==> src/rtl/time_set_ctrl_pkg.sv <==
// Shared types and constants for the clock time-setting controller.
package time_set_ctrl_pkg;

  localparam int unsigned H_W = 5;
  localparam int unsigned M_W = 6;
  localparam int unsigned S_W = 6;

  localparam logic [H_W-1:0] HOUR_MAX = 5'd23;
  localparam logic [M_W-1:0] MIN_MAX  = 6'd59;

  typedef enum logic [1:0] {
    RUN   = 2'd0,
    SET_H = 2'd1,
    SET_M = 2'd2
  } state_e;

  function automatic logic [H_W-1:0] inc_hour(input logic [H_W-1:0] v);
    return (v == HOUR_MAX) ? '0 : v + 5'd1;
  endfunction

  function automatic logic [M_W-1:0] inc_min(input logic [M_W-1:0] v);
    return (v == MIN_MAX) ? '0 : v + 6'd1;
  endfunction

endpackage

==> src/rtl/time_set_ctrl_btn_edge.sv <==
// Rising-edge detector for a synchronized button level: one-cycle pulse per press.
module btn_edge (
  input  logic clk,
  input  logic rst,
  input  logic i_level,
  output logic o_pulse
);

  logic r_level_q;

  always_ff @(posedge clk or posedge rst) begin
    if (rst) r_level_q <= 1'b0;
    else     r_level_q <= i_level;
  end

  assign o_pulse = i_level & ~r_level_q;

endmodule

==> src/rtl/time_set_ctrl.sv <==
// Time-setting controller: RUN -> SET_H -> SET_M -> RUN with shadow edit and load strobe.
// Optional inactivity auto-exit enabled by defining TIME_SET_AUTO_EXIT_EN.
import time_set_ctrl_pkg::*;

module time_set_ctrl #(
  parameter int unsigned TIMEOUT_S = 30
) (
  input  logic           clk,
  input  logic           rst,
  input  logic           tick_1hz,
  input  logic           btn_mode,
  input  logic           btn_inc,
  input  logic [H_W-1:0] cur_h,
  input  logic [M_W-1:0] cur_m,
  output logic           run_en,
  output logic           load,
  output logic [H_W-1:0] load_h,
  output logic [M_W-1:0] load_m,
  output logic [S_W-1:0] load_s,
  output logic           blink,
  output logic [1:0]     mode
);

  logic           w_mode_edge;
  logic           w_inc_edge;
  logic           w_timeout;
  state_e         r_state;
  state_e         w_next;
  logic [H_W-1:0] r_shadow_h;
  logic [M_W-1:0] r_shadow_m;
  logic           r_run_en;
  logic           r_load;
  logic           r_blink;

  btn_edge u_mode_edge (
    .clk     (clk),
    .rst     (rst),
    .i_level (btn_mode),
    .o_pulse (w_mode_edge)
  );

  btn_edge u_inc_edge (
    .clk     (clk),
    .rst     (rst),
    .i_level (btn_inc),
    .o_pulse (w_inc_edge)
  );

`ifdef TIME_SET_AUTO_EXIT_EN
  localparam int unsigned CNT_W = $clog2(TIMEOUT_S + 1);
  logic [CNT_W-1:0] r_idle_cnt;

  // Any button edge restarts the idle count; timeout only fires on an idle tick.
  assign w_timeout = (r_state != RUN) && !w_mode_edge && !w_inc_edge && tick_1hz &&
                     (r_idle_cnt == CNT_W'(TIMEOUT_S - 1));

  always_ff @(posedge clk or posedge rst) begin
    if (rst) begin
      r_idle_cnt <= '0;
    end else if (r_state == RUN || w_mode_edge || w_inc_edge || w_timeout) begin
      r_idle_cnt <= '0;
    end else if (tick_1hz) begin
      r_idle_cnt <= r_idle_cnt + 1'b1;
    end
  end
`else
  logic w_unused_timeout;
  assign w_unused_timeout = (TIMEOUT_S == 0);
  assign w_timeout        = 1'b0;
`endif

  always_comb begin
    w_next = r_state;
    if (w_mode_edge) begin
      case (r_state)
        RUN:     w_next = SET_H;
        SET_H:   w_next = SET_M;
        default: w_next = RUN;
      endcase
    end else if (w_timeout) begin
      w_next = RUN;
    end
  end

  always_ff @(posedge clk or posedge rst) begin
    if (rst) begin
      r_state    <= RUN;
      r_shadow_h <= '0;
      r_shadow_m <= '0;
      r_run_en   <= 1'b1;
      r_load     <= 1'b0;
      r_blink    <= 1'b0;
    end else begin
      r_state  <= w_next;
      r_run_en <= (w_next == RUN);
      // Only the mode-driven exit from SET_M commits; timeout exit discards the edit.
      r_load   <= w_mode_edge && (r_state == SET_M);

      if (w_mode_edge) begin
        if (r_state == RUN) begin
          r_shadow_h <= cur_h;
          r_shadow_m <= cur_m;
        end
      end else if (w_inc_edge) begin
        if (r_state == SET_H) r_shadow_h <= inc_hour(r_shadow_h);
        if (r_state == SET_M) r_shadow_m <= inc_min(r_shadow_m);
      end

      if (r_state == RUN || w_next == RUN) r_blink <= 1'b0;
      else if (tick_1hz)                   r_blink <= ~r_blink;
    end
  end

  assign run_en = r_run_en;
  assign load   = r_load;
  assign load_h = r_shadow_h;
  assign load_m = r_shadow_m;
  assign load_s = '0;
  assign blink  = r_blink;
  assign mode   = r_state;

endmodule

==> config.mk <==
export PLATFORM = sky130hd
export DESIGN_NAME = time_set_ctrl
export DESIGN_NICKNAME = d
export VERILOG_FILES = /design/src/rtl/time_set_ctrl_pkg.sv /design/src/rtl/time_set_ctrl_btn_edge.sv /design/src/rtl/time_set_ctrl.sv
export SDC_FILE = /design/constraint.sdc
export NUM_CORES = 1
export LEC_CHECK = 0
export BUFFER_PORTS_ARGS = -buffer_cell sky130_fd_sc_hd__buf_2
export CORE_ASPECT_RATIO = 0.7
export CORE_MARGIN = 2
export CORE_UTILIZATION = 40
export DETAILED_ROUTE_END_ITERATION = 6
export GPL_ROUTABILITY_DRIVEN = 0
export GPL_TIMING_DRIVEN = 0
export PLACE_DENSITY = 0.76
export SLEW_MARGIN = 20
export SYNTH_ARGS = -nofsm -noshare
export SYNTH_HDL_FRONTEND = slang
export SYNTH_HIERARCHICAL = 1
export SYNTH_SLANG_ARGS = --single-unit
==> constraint.sdc <==
create_clock -name clk -period 2.9 [get_ports clk]
set_input_delay 0.145 -clock clk [delete_from_list [all_inputs] [get_ports clk]]
set_output_delay 0.145 -clock clk [all_outputs]
set_load 0.02 [all_outputs]
==> results.toml, run 1 <==
[layout]
mostFrequentLayoutCells = "buf_2, dfrtp_1, o21ai_1"
fin_area_um2 = 1330
area_growth_pct = 28.0
nets = 172
final_common_cell = "buf_2"
n_antenna_cell = 0
fillCellCount = 238
drive_gt1_frac = 0.340

[cts]
clk_pin_slew_worst_paths_ps = 70
cts_setup_buffers = 0
clock_sinks = 18
clock_latency_ps = 260
cts_max_level = 1
cts_buffer_depth = 2
cts-root-buf = "clkbuf_8"
cts_buffers = 3
cts_tree = "done"

[global_routing]
gr-total-overflow = 0
track_usage = 0.165
grt_max_degree = 17
antenna_found_initial = 0
grt_pass1_wl_mm = 3.74
grt_pass1_vias = 839

[route]
drc_errors = 0
vias_per_cell = 5.03
post_drt_wl_per_cell_um = 12.5
wl_mm = 2.35
drtIter0Drc = 33
drtPass1Iterations = 4
vias = 940
drtAntennaViolNets = 0

[timing]
fmax_mhz = 620
tightest_slew_ps = 632
drv_slew = 0
final-hold-violation-count = 0
setup_violations = 0
finalCriticalPeriod_ps = 1610
post-route-period-util = 0.557
clock-skew-final_ps = 1.16
grt_setup_unrepaired = "no"
finalSetupTns_ps = 0
maxSlewHeadroom = 0.578

[setup_path]
path_cells = "dlygate4sd3_1 > buf_2 > nor2b_4 > buf_6 > nand3b_4 > a21o_1 > buf_6 > a221oi_2 > a21oi_1"
cp_slowest_cell = "dlygate4sd3_1"
start_kind = "input port"
crit_required_ps = 3040
crit_type = "in2reg"
crit_family = "buffers and inverters"
worst_ep_arrival_time_ps = 1760
critPathMostFrequentCell = "buf_6"
cpPeakStageDelay_ps = 530
cp_max_fo = 10
critPathBufInv = 4
endpoint_kind = "register"

[yosys]
synth-edff-count = 0
ys_seq_elements = 18
yosys.cell_types.count = 35
synth_area_leader_cell = "dfrtp_1"
synthCells = 111
async_reset_ff_frac = 1.00
yosysSeqAreaShare = 0.434
synth_ff_type = "dfrtp_1"
yosys_warnings = 6
synthTopCellsByArea = "dfrtp_1, o21ai_1, buf_4"
syn_avg_cell_area_um2 = 9.37
syn_area_um2 = 1040
synth_top_area_share = 0.409

[floorplan]
rows = 15
initial_utilization = 0.423
coreArea_um2 = 2460
die_area_um2 = 3030
die_x_um = 64.9
die_h_um = 46.7
boundaryPins = 38

[pwr]
pwr-share-clk = 0.186
switching_power_mw = 0.480
pwr-share-comb = 0.423
p_int_mw = 0.652
switching_share = 0.424
p_per_area_nw_per_um2 = 850
p_leak_nw = 0.691
ir_drop_mv = 0.471
seq_power_share = 0.391

[place]
place_area_um2 = 1260
port_buffers = 31
dp_hpwl_mm = 1.73

[worst_hold_path]
worst_hold_path_type = "in2reg"

[job]
cap_violations = 0

[status]
status = "finished clean"
[path summary, 6_finish.rpt]
path | from | end | slack, ps | cells past startpoint
hold reg to reg | blink$_DFFE_PP0P_ | blink$_DFFE_PP0P_ | 490 | 1
setup / recovery | btn_mode | load_m[0]$_DFFE_PP0P_ | 1290 | 9
min in group asynchronous | rst | u_mode_edge/r_level_q$_DFF_PP0_ | 280 | 3
hold / removal | btn_inc | u_inc_edge/r_level_q$_DFF_PP0_ | 6 | 1
max in group asynchronous | rst | load_m[1]$_DFFE_PP0P_ | 1960 | 3
setup reg to reg | load_h[0]$_DFFE_PP0P_ | load_h[3]$_DFFE_PP0P_ | 1390 | 5
[through the flow]
step / util / instances / hold slack (ps) / setup slack, ps / power (mW)
floorplan: - / 116 / -126 / 1480 / 0.764
global placement: 0.511 / 181 / 1.70 / 1460 / 0.898
detailed placement: 0.511 / 181 / -0.795 / 1420 / 0.922
CTS: 0.537 / 186 / 1.40 / 1400 / 1.13
global route: 0.541 / 187 / 9.33 / 1210 / 1.21
finish: 0.541 / 187 / 6.20 / 1290 / 1.13
[synth_stat cells, types with 2 or more instances]
cell type,number
nor2b_4,2
and3_1,2
a31oi_1,2
nand2b_1,2
buf_4,6
a22oi_1,2
dfrtp_1,17
nand2_1,8
o21ai_1,14
a32oi_1,3
a21o_1,2
ha_1,2
nand3_1,3
a21oi_1,5
mux2i_1,2
buf_2,2
nor2_1,9
buf_6,2
inv_1,10
[logic make-up after synthesis]
logic type / Yosys count / share of synthesized area
AO/OA/AOI/OAI: 36 / 0.224
adder cells (fa/ha/maj): 2 / 0.0241
buffers and inverters: 20 / 0.111
flip-flops: 18 / 0.434
multiplexers: 2 / 0.0193
other: 1 / 0.00361
AND/OR/NAND/NOR: 32 / 0.184
[cell type report]
class / instances / area (um2) / area share
buffer: 10 / 77.6 / 0.0583
clock buffer: 4 / 55.1 / 0.0414
inverter: 10 / 37.5 / 0.0282
multi-input combinational: 78 / 492 / 0.369
sequential: 18 / 452 / 0.339
tap: 34 / 42.5 / 0.0320
timing repair buffer: 33 / 175 / 0.132
[flip-flops by register name, indices dropped and copies added (netlist names)]
register,count
load_h,5
load,1
u_mode_edge/r_level_q,1
mode,2
u_inc_edge/r_level_q,1
load_m,6
run_en,1
blink,1
[timing repair]
| action | CTS | global route |
|---|---|---|
| hold buffers | 1 | 1 |
| hold endpoints to repair | 2 | 1 |
| setup endpoints to repair | 0 | 0 |
| resized for setup | 0 | 0 |
[metal layers]
| metal | track usage | routed length [um] |
|---|---|---|
| met1 | 0.207 | 1050 |
| met2 | 0.282 | 1100 |
| met3 | 0.0538 | 174 |
| met4 | 0.0340 | 23 |
| met5 | 0 | 0 |
[power by group through the flow]
stage                     sequential (mW)  clock [mW]  combinational, mW
after floorplan                     0.537           0              0.228
after global placement              0.438           0              0.460
after detailed placement            0.446           0              0.476
after CTS                           0.442       0.212              0.480
after global routing                0.462       0.223              0.527
final                               0.442       0.211              0.479
Note: power is estimated with default switching activity, not from simulation.
==> run 2: changes to the inputs <==
--- a/config.mk
+++ b/config.mk
@@ -12,7 +12,7 @@
 export DETAILED_ROUTE_END_ITERATION = 6
 export GPL_ROUTABILITY_DRIVEN = 0
 export GPL_TIMING_DRIVEN = 0
-export PLACE_DENSITY = 0.76
+export PLACE_DENSITY = 0.78
 export SLEW_MARGIN = 20
 export SYNTH_ARGS = -nofsm -noshare
 export SYNTH_HDL_FRONTEND = slang
==> constraint.sdc (replaced) <==
create_clock -name clk -period 1.4 [get_ports clk]
set_input_delay 0.07 -clock clk [delete_from_list [all_inputs] [get_ports clk]]
set_output_delay 0.07 -clock clk [all_outputs]
set_load 0.02 [all_outputs]
==> results.toml, run 2 (same netlist as run 1, synthesis figures left out) <==
[status]
status = "finished clean"

[setup_path]
start_kind = "register"
critPathMostFrequentCell = "buf_6"
reg2reg_from = "u_mode_edge/r_level_q$_DFF_PP0_"
crit_required_ps = 1540
path_cells = "nor2b_4 > buf_6 > nand3b_4 > a21o_1 > buf_6 > a221oi_2 > a21oi_1"
critPathBufInv = 2
crit_family = "compound AO/OA/AOI/OAI gates"
cpPeakStageDelay_ps = 370
cp_max_fo = 10
r2r_end = "load_m[0]$_DFFE_PP0P_"
reg2reg_slack_ps = 30
reg2reg_depth = 7
worst_ep_arrival_time_ps = 1510
cp_slowest_cell = "dfrtp_1"
crit_type = "reg2reg"
endpoint_kind = "register"

[cts]
clock_sinks = 18
cts-root-buf = "clkbuf_8"
cts_buffers = 3
cts_buffer_depth = 2
cts_max_level = 1
cts_tree = "done"
clock_latency_ps = 260
clk_pin_slew_worst_paths_ps = 70

[timing]
fmax_mhz = 730
grt_setup_unrepaired = "yes"
tightest_slew_ps = 591
drv_slew = 0
clock-skew-final_ps = 2.45
final-hold-violation-count = 0
worst_slack_ps = 30.6
maxSlewHeadroom = 0.605
fin_hold_ws_ps = 72.6
post-route-period-util = 0.978
finalCriticalPeriod_ps = 1370
setup_violations = 0
finalSetupTns_ps = 0

[layout]
instances_no_fill = 195
fin_area_um2 = 1440
drive_gt1_frac = 0.416
fin_util = 0.587
largest_register_ffs = 6
area_growth_pct = 38.9
n_antenna_cell = 0
nets = 180
mostFrequentLayoutCells = "buf_2, o21ai_1, dfrtp_1"
final_common_cell = "buf_2"

[pwr]
pwr-share-clk = 0.170
seq_power_share = 0.380
pwr-share-comb = 0.450
p_total_mw = 2.49
p_leak_nw = 0.727
p_int_mw = 1.44
switching_share = 0.423
switching_power_mw = 1.06
p_per_area_nw_per_um2 = 1730
ir_drop_mv = 0.876

[place]
place_area_um2 = 1260
port_buffers = 31
dp_cells = 181
dp_hpwl_mm = 1.77
post-place-ws_ps = -116

[floorplan]
rows = 15
boundaryPins = 38
die_x_um = 64.9
initial_utilization = 0.423
die_h_um = 46.7
coreArea_um2 = 2460
die_area_um2 = 3030

[global_routing]
antenna_found_initial = 0
grt_pass1_vias = 909
grt_max_degree = 17
track_usage = 0.180
gr-total-overflow = 0
grt_pass1_wl_mm = 4.03

[worst_hold_path]
whs_path_depth = 3
hold_end = "load_m[3]$_DFFE_PP0P_"
worst_hold_path_type = "in2reg"
worstHoldStart = "cur_m[3]"

[route]
vias = 998
drtIter0Drc = 38
wl_mm = 2.49
post_drt_wl_per_cell_um = 12.8
vias_per_cell = 5.12
drc_errors = 0
drtAntennaViolNets = 0
drtPass1Iterations = 5

[job]
cap_violations = 0
## run 2: cell count changes in the layout (fill, tap and decap cells not counted), sizes merged
cell	delta
clkbuf	+1
dlygate4sd3	+2
buf	+5
## run 2: layout make-up
type | instances | area, um2
tap | 34 | 42.5
sequential | 18 | 457
clock buffer | 4 | 55.1
fill | 228 | 1010
multi-input combinational | 78 | 532
buffer | 10 | 80.1
timing repair buffer | 41 | 240
inverter | 10 | 37.5
## run 2: how the worst max path moves through the flow
stage | from | cells past startpoint | to | slack [ps]
floorplan | load_h[1]$_DFFE_PP0P_ | 5 | load_h[3]$_DFFE_PP0P_ | 10
detailed placement | load_h[0]$_DFFE_PP0P_ | 5 | load_h[3]$_DFFE_PP0P_ | -120
CTS | load_m[0]$_DFFE_PP0P_ | 5 | load_m[0]$_DFFE_PP0P_ | 0.01
global route | u_mode_edge/r_level_q$_DFF_PP0_ | 6 | load_h[4]$_DFFE_PP0P_ | -30
finish | u_mode_edge/r_level_q$_DFF_PP0_ | 7 | load_m[0]$_DFFE_PP0P_ | 30
global placement | load_h[0]$_DFFE_PP0P_ | 5 | load_h[3]$_DFFE_PP0P_ | -70
## run 2: layer usage
metal,part of all wire,vias up,track usage
met3,0.076,8,0.0465
met1,0.43,465,0.221
li1,-,480,-
met4,0.022,0,0.0681
met2,0.47,45,0.313
met5,0,-,0
## run 2: what timing repair did
item / 4_1_cts / 5_1_grt
resized for setup: 6 / 4
pin swaps: 3 / 3
setup endpoints to repair: 6 / 12
hold endpoints to repair: 20 / 0
hold buffers: 4 / 0
buffers inserted: 1 / 5
## run 2: tightest hold or removal path, delay by kind of cell
| family | cells | cell delay, ps |
|---|---|---|
| AO/OA/AOI/OAI | 1 | 70 |
| AND/OR/NAND/NOR | 1 | 80 |
| buffers and inverters | 1 | 80 |
## run 2: power by group through the flow
stage	Clock, mW	Sequential [mW]	Combinational [mW]
final	0.424	0.947	1.12
after global routing	0.463	0.977	1.25
after CTS	0.436	0.927	1.06
after detailed placement	0	0.933	0.991
after global placement	0	0.917	0.955
after floorplan	0	1.12	0.472
==> run 3: changes to the inputs <==
--- a/config.mk
+++ b/config.mk
@@ -13,6 +13,7 @@
 export GPL_ROUTABILITY_DRIVEN = 0
 export GPL_TIMING_DRIVEN = 0
 export PLACE_DENSITY = 0.78
+export REMOVE_ABC_BUFFERS = 1
 export SLEW_MARGIN = 20
 export SYNTH_ARGS = -nofsm -noshare
 export SYNTH_HDL_FRONTEND = slang
==> results.toml, run 3 (same netlist as run 1, synthesis figures left out) <==
[status]
status = "finished, violations left"
failed_checks = "setup timing"

[setup_path]
critPathBufInv = 0
reg2reg_depth = 5
cp_slowest_cell = "dfrtp_1"
endpoint_kind = "register"
crit_cells = 5
crit_required_ps = 1580
r2r_end = "load_m[2]$_DFFE_PP0P_"
reg2reg_slack_ps = -50
crit_family = "compound AO/OA/AOI/OAI gates"
cp_max_fo = 4
start_kind = "register"
crit_type = "reg2reg"
path_cells = "ha_4 > and4b_1 > a21oi_2 > a32oi_1 > o21ai_1"
cpPeakStageDelay_ps = 440
worst_ep_arrival_time_ps = 1620
crit_path_start = "load_m[1]$_DFFE_PP0P_"
reg2reg_from = "load_m[1]$_DFFE_PP0P_"

[floorplan]
die_h_um = 46.7
boundaryPins = 38
coreArea_um2 = 2460
initial_utilization = 0.423
die_x_um = 64.9
die_area_um2 = 3030
rows = 15

[worst_hold_path]
whs_path_depth = 3
worstHoldStart = "cur_m[1]"
hold_end = "load_m[1]$_DFFE_PP0P_"
worst_hold_path_type = "in2reg"

[route]
wl_mm = 2.84
drc_errors = 0
post_drt_wl_per_cell_um = 14.9
drtAntennaViolNets = 0
drtPass1Iterations = 4
drtIter0Drc = 76
vias = 995
vias_per_cell = 5.24

[timing]
finalCriticalPeriod_ps = 1450
maxSlewHeadroom = 0.581
final-hold-violation-count = 0
fmax_mhz = 691
post-route-period-util = 1.03
grt_setup_unrepaired = "yes"
tightest_slew_ps = 628
clock-skew-final_ps = 0.748
drv_slew = 0
fin_hold_ws_ps = 89.6
setup_violations = 1
worst_slack_ps = -46.2

[cts]
clk_pin_slew_worst_paths_ps = 70
cts_buffers = 3
cts_buffer_depth = 2
clock_latency_ps = 250
cts_max_level = 1
cts-root-buf = "clkbuf_8"
cts_tree = "done"
clock_sinks = 18

[global_routing]
antenna_found_initial = 0
grt_pass1_wl_mm = 3.96
track_usage = 0.180
gr-total-overflow = 0
grt_max_degree = 17
grt_pass1_vias = 847

[layout]
area_growth_pct = 39.2
n_antenna_cell = 0
drive_gt1_frac = 0.417
nets = 175
instances_no_fill = 190
largest_register_ffs = 6
fin_area_um2 = 1450
mostFrequentLayoutCells = "buf_2, dfrtp_1, o21ai_1"
final_common_cell = "buf_2"

[pwr]
p_leak_nw = 0.712
seq_power_share = 0.368
switching_power_mw = 1.11
pwr-share-clk = 0.160
p_total_mw = 2.60
p_per_area_nw_per_um2 = 1800
p_int_mw = 1.50
switching_share = 0.425
ir_drop_mv = 1.02
pwr-share-comb = 0.472

[place]
post-place-ws_ps = -426
place_area_um2 = 1180
dp_hpwl_mm = 1.71
port_buffers = 31
dp_cells = 171

[job]
cap_violations = 0
==> run 3: timing repair <==
action                                  in CTS  in global routing
endpoints found under the hold margin       20                  0
gates resized for setup                      6                 15
cloned                                       1                  0
hold buffers                                 4                  0
setup buffers                                5                  5
pin swaps                                    2                  8
endpoints found under the setup margin      14                 12
==> run 3: metal layers <==
metal / wire length, um / vias up / GRT usage
met1: 1230 / 480 / 0.238
met4: 18 / 0 / 0.0426
li1: - / 470 / -
met3: 178 / 2 / 0.0513
met2: 1420 / 43 / 0.295
met5: 0 / - / 0
==> run 3: worst min-delay path: cells and delay by family <==
family                 cells  cell delay (ps)
AOI/OAI and AO/OA          1              100
buffers and inverters      1               70
muxes                      1               60
==> run 3: final cells by class <==
cell class | count | area [um2]
Fill cell | 205 | 1010
Multi-Input combinational cell | 79 | 581
Sequential cell | 18 | 454
Timing Repair Buffer | 45 | 278
Clock buffer | 4 | 55.1
Tap cell | 34 | 42.5
Inverter | 10 | 37.5
==> run 3: how the worst max path moves through the flow <==
stage / slack [ps] / endpoint
3_3_place_gp: -380 / load_m[0]$_DFFE_PP0P_
5_1_grt: -80 / load_m[2]$_DFFE_PP0P_
4_1_cts: 2 / load_h[4]$_DFFE_PP0P_
2_1_floorplan: -170 / load_m[0]$_DFFE_PP0P_
3_5_place_dp: -430 / load_m[5]$_DFFE_PP0P_
6_report: -50 / load_m[2]$_DFFE_PP0P_
==> run 3: power by group through the flow <==
stage / combinational [mW] / clock, mW / sequential (mW)
floorplan: 0.444 / 0 / 1.11
global placement: 0.925 / 0 / 0.907
detailed placement: 0.971 / 0 / 0.925
CTS: 1.07 / 0.428 / 0.915
global route: 1.33 / 0.454 / 0.987
finish: 1.23 / 0.417 / 0.958
==> run 3: stage by stage <==
stage / TNS (ps) / utilization
finish: -46.2 / 0.589
global route: -254 / 0.589
CTS: 0 / 0.548
detailed placement: -3580 / 0.479
global placement: -3050 / 0.479
floorplan: -936 / -
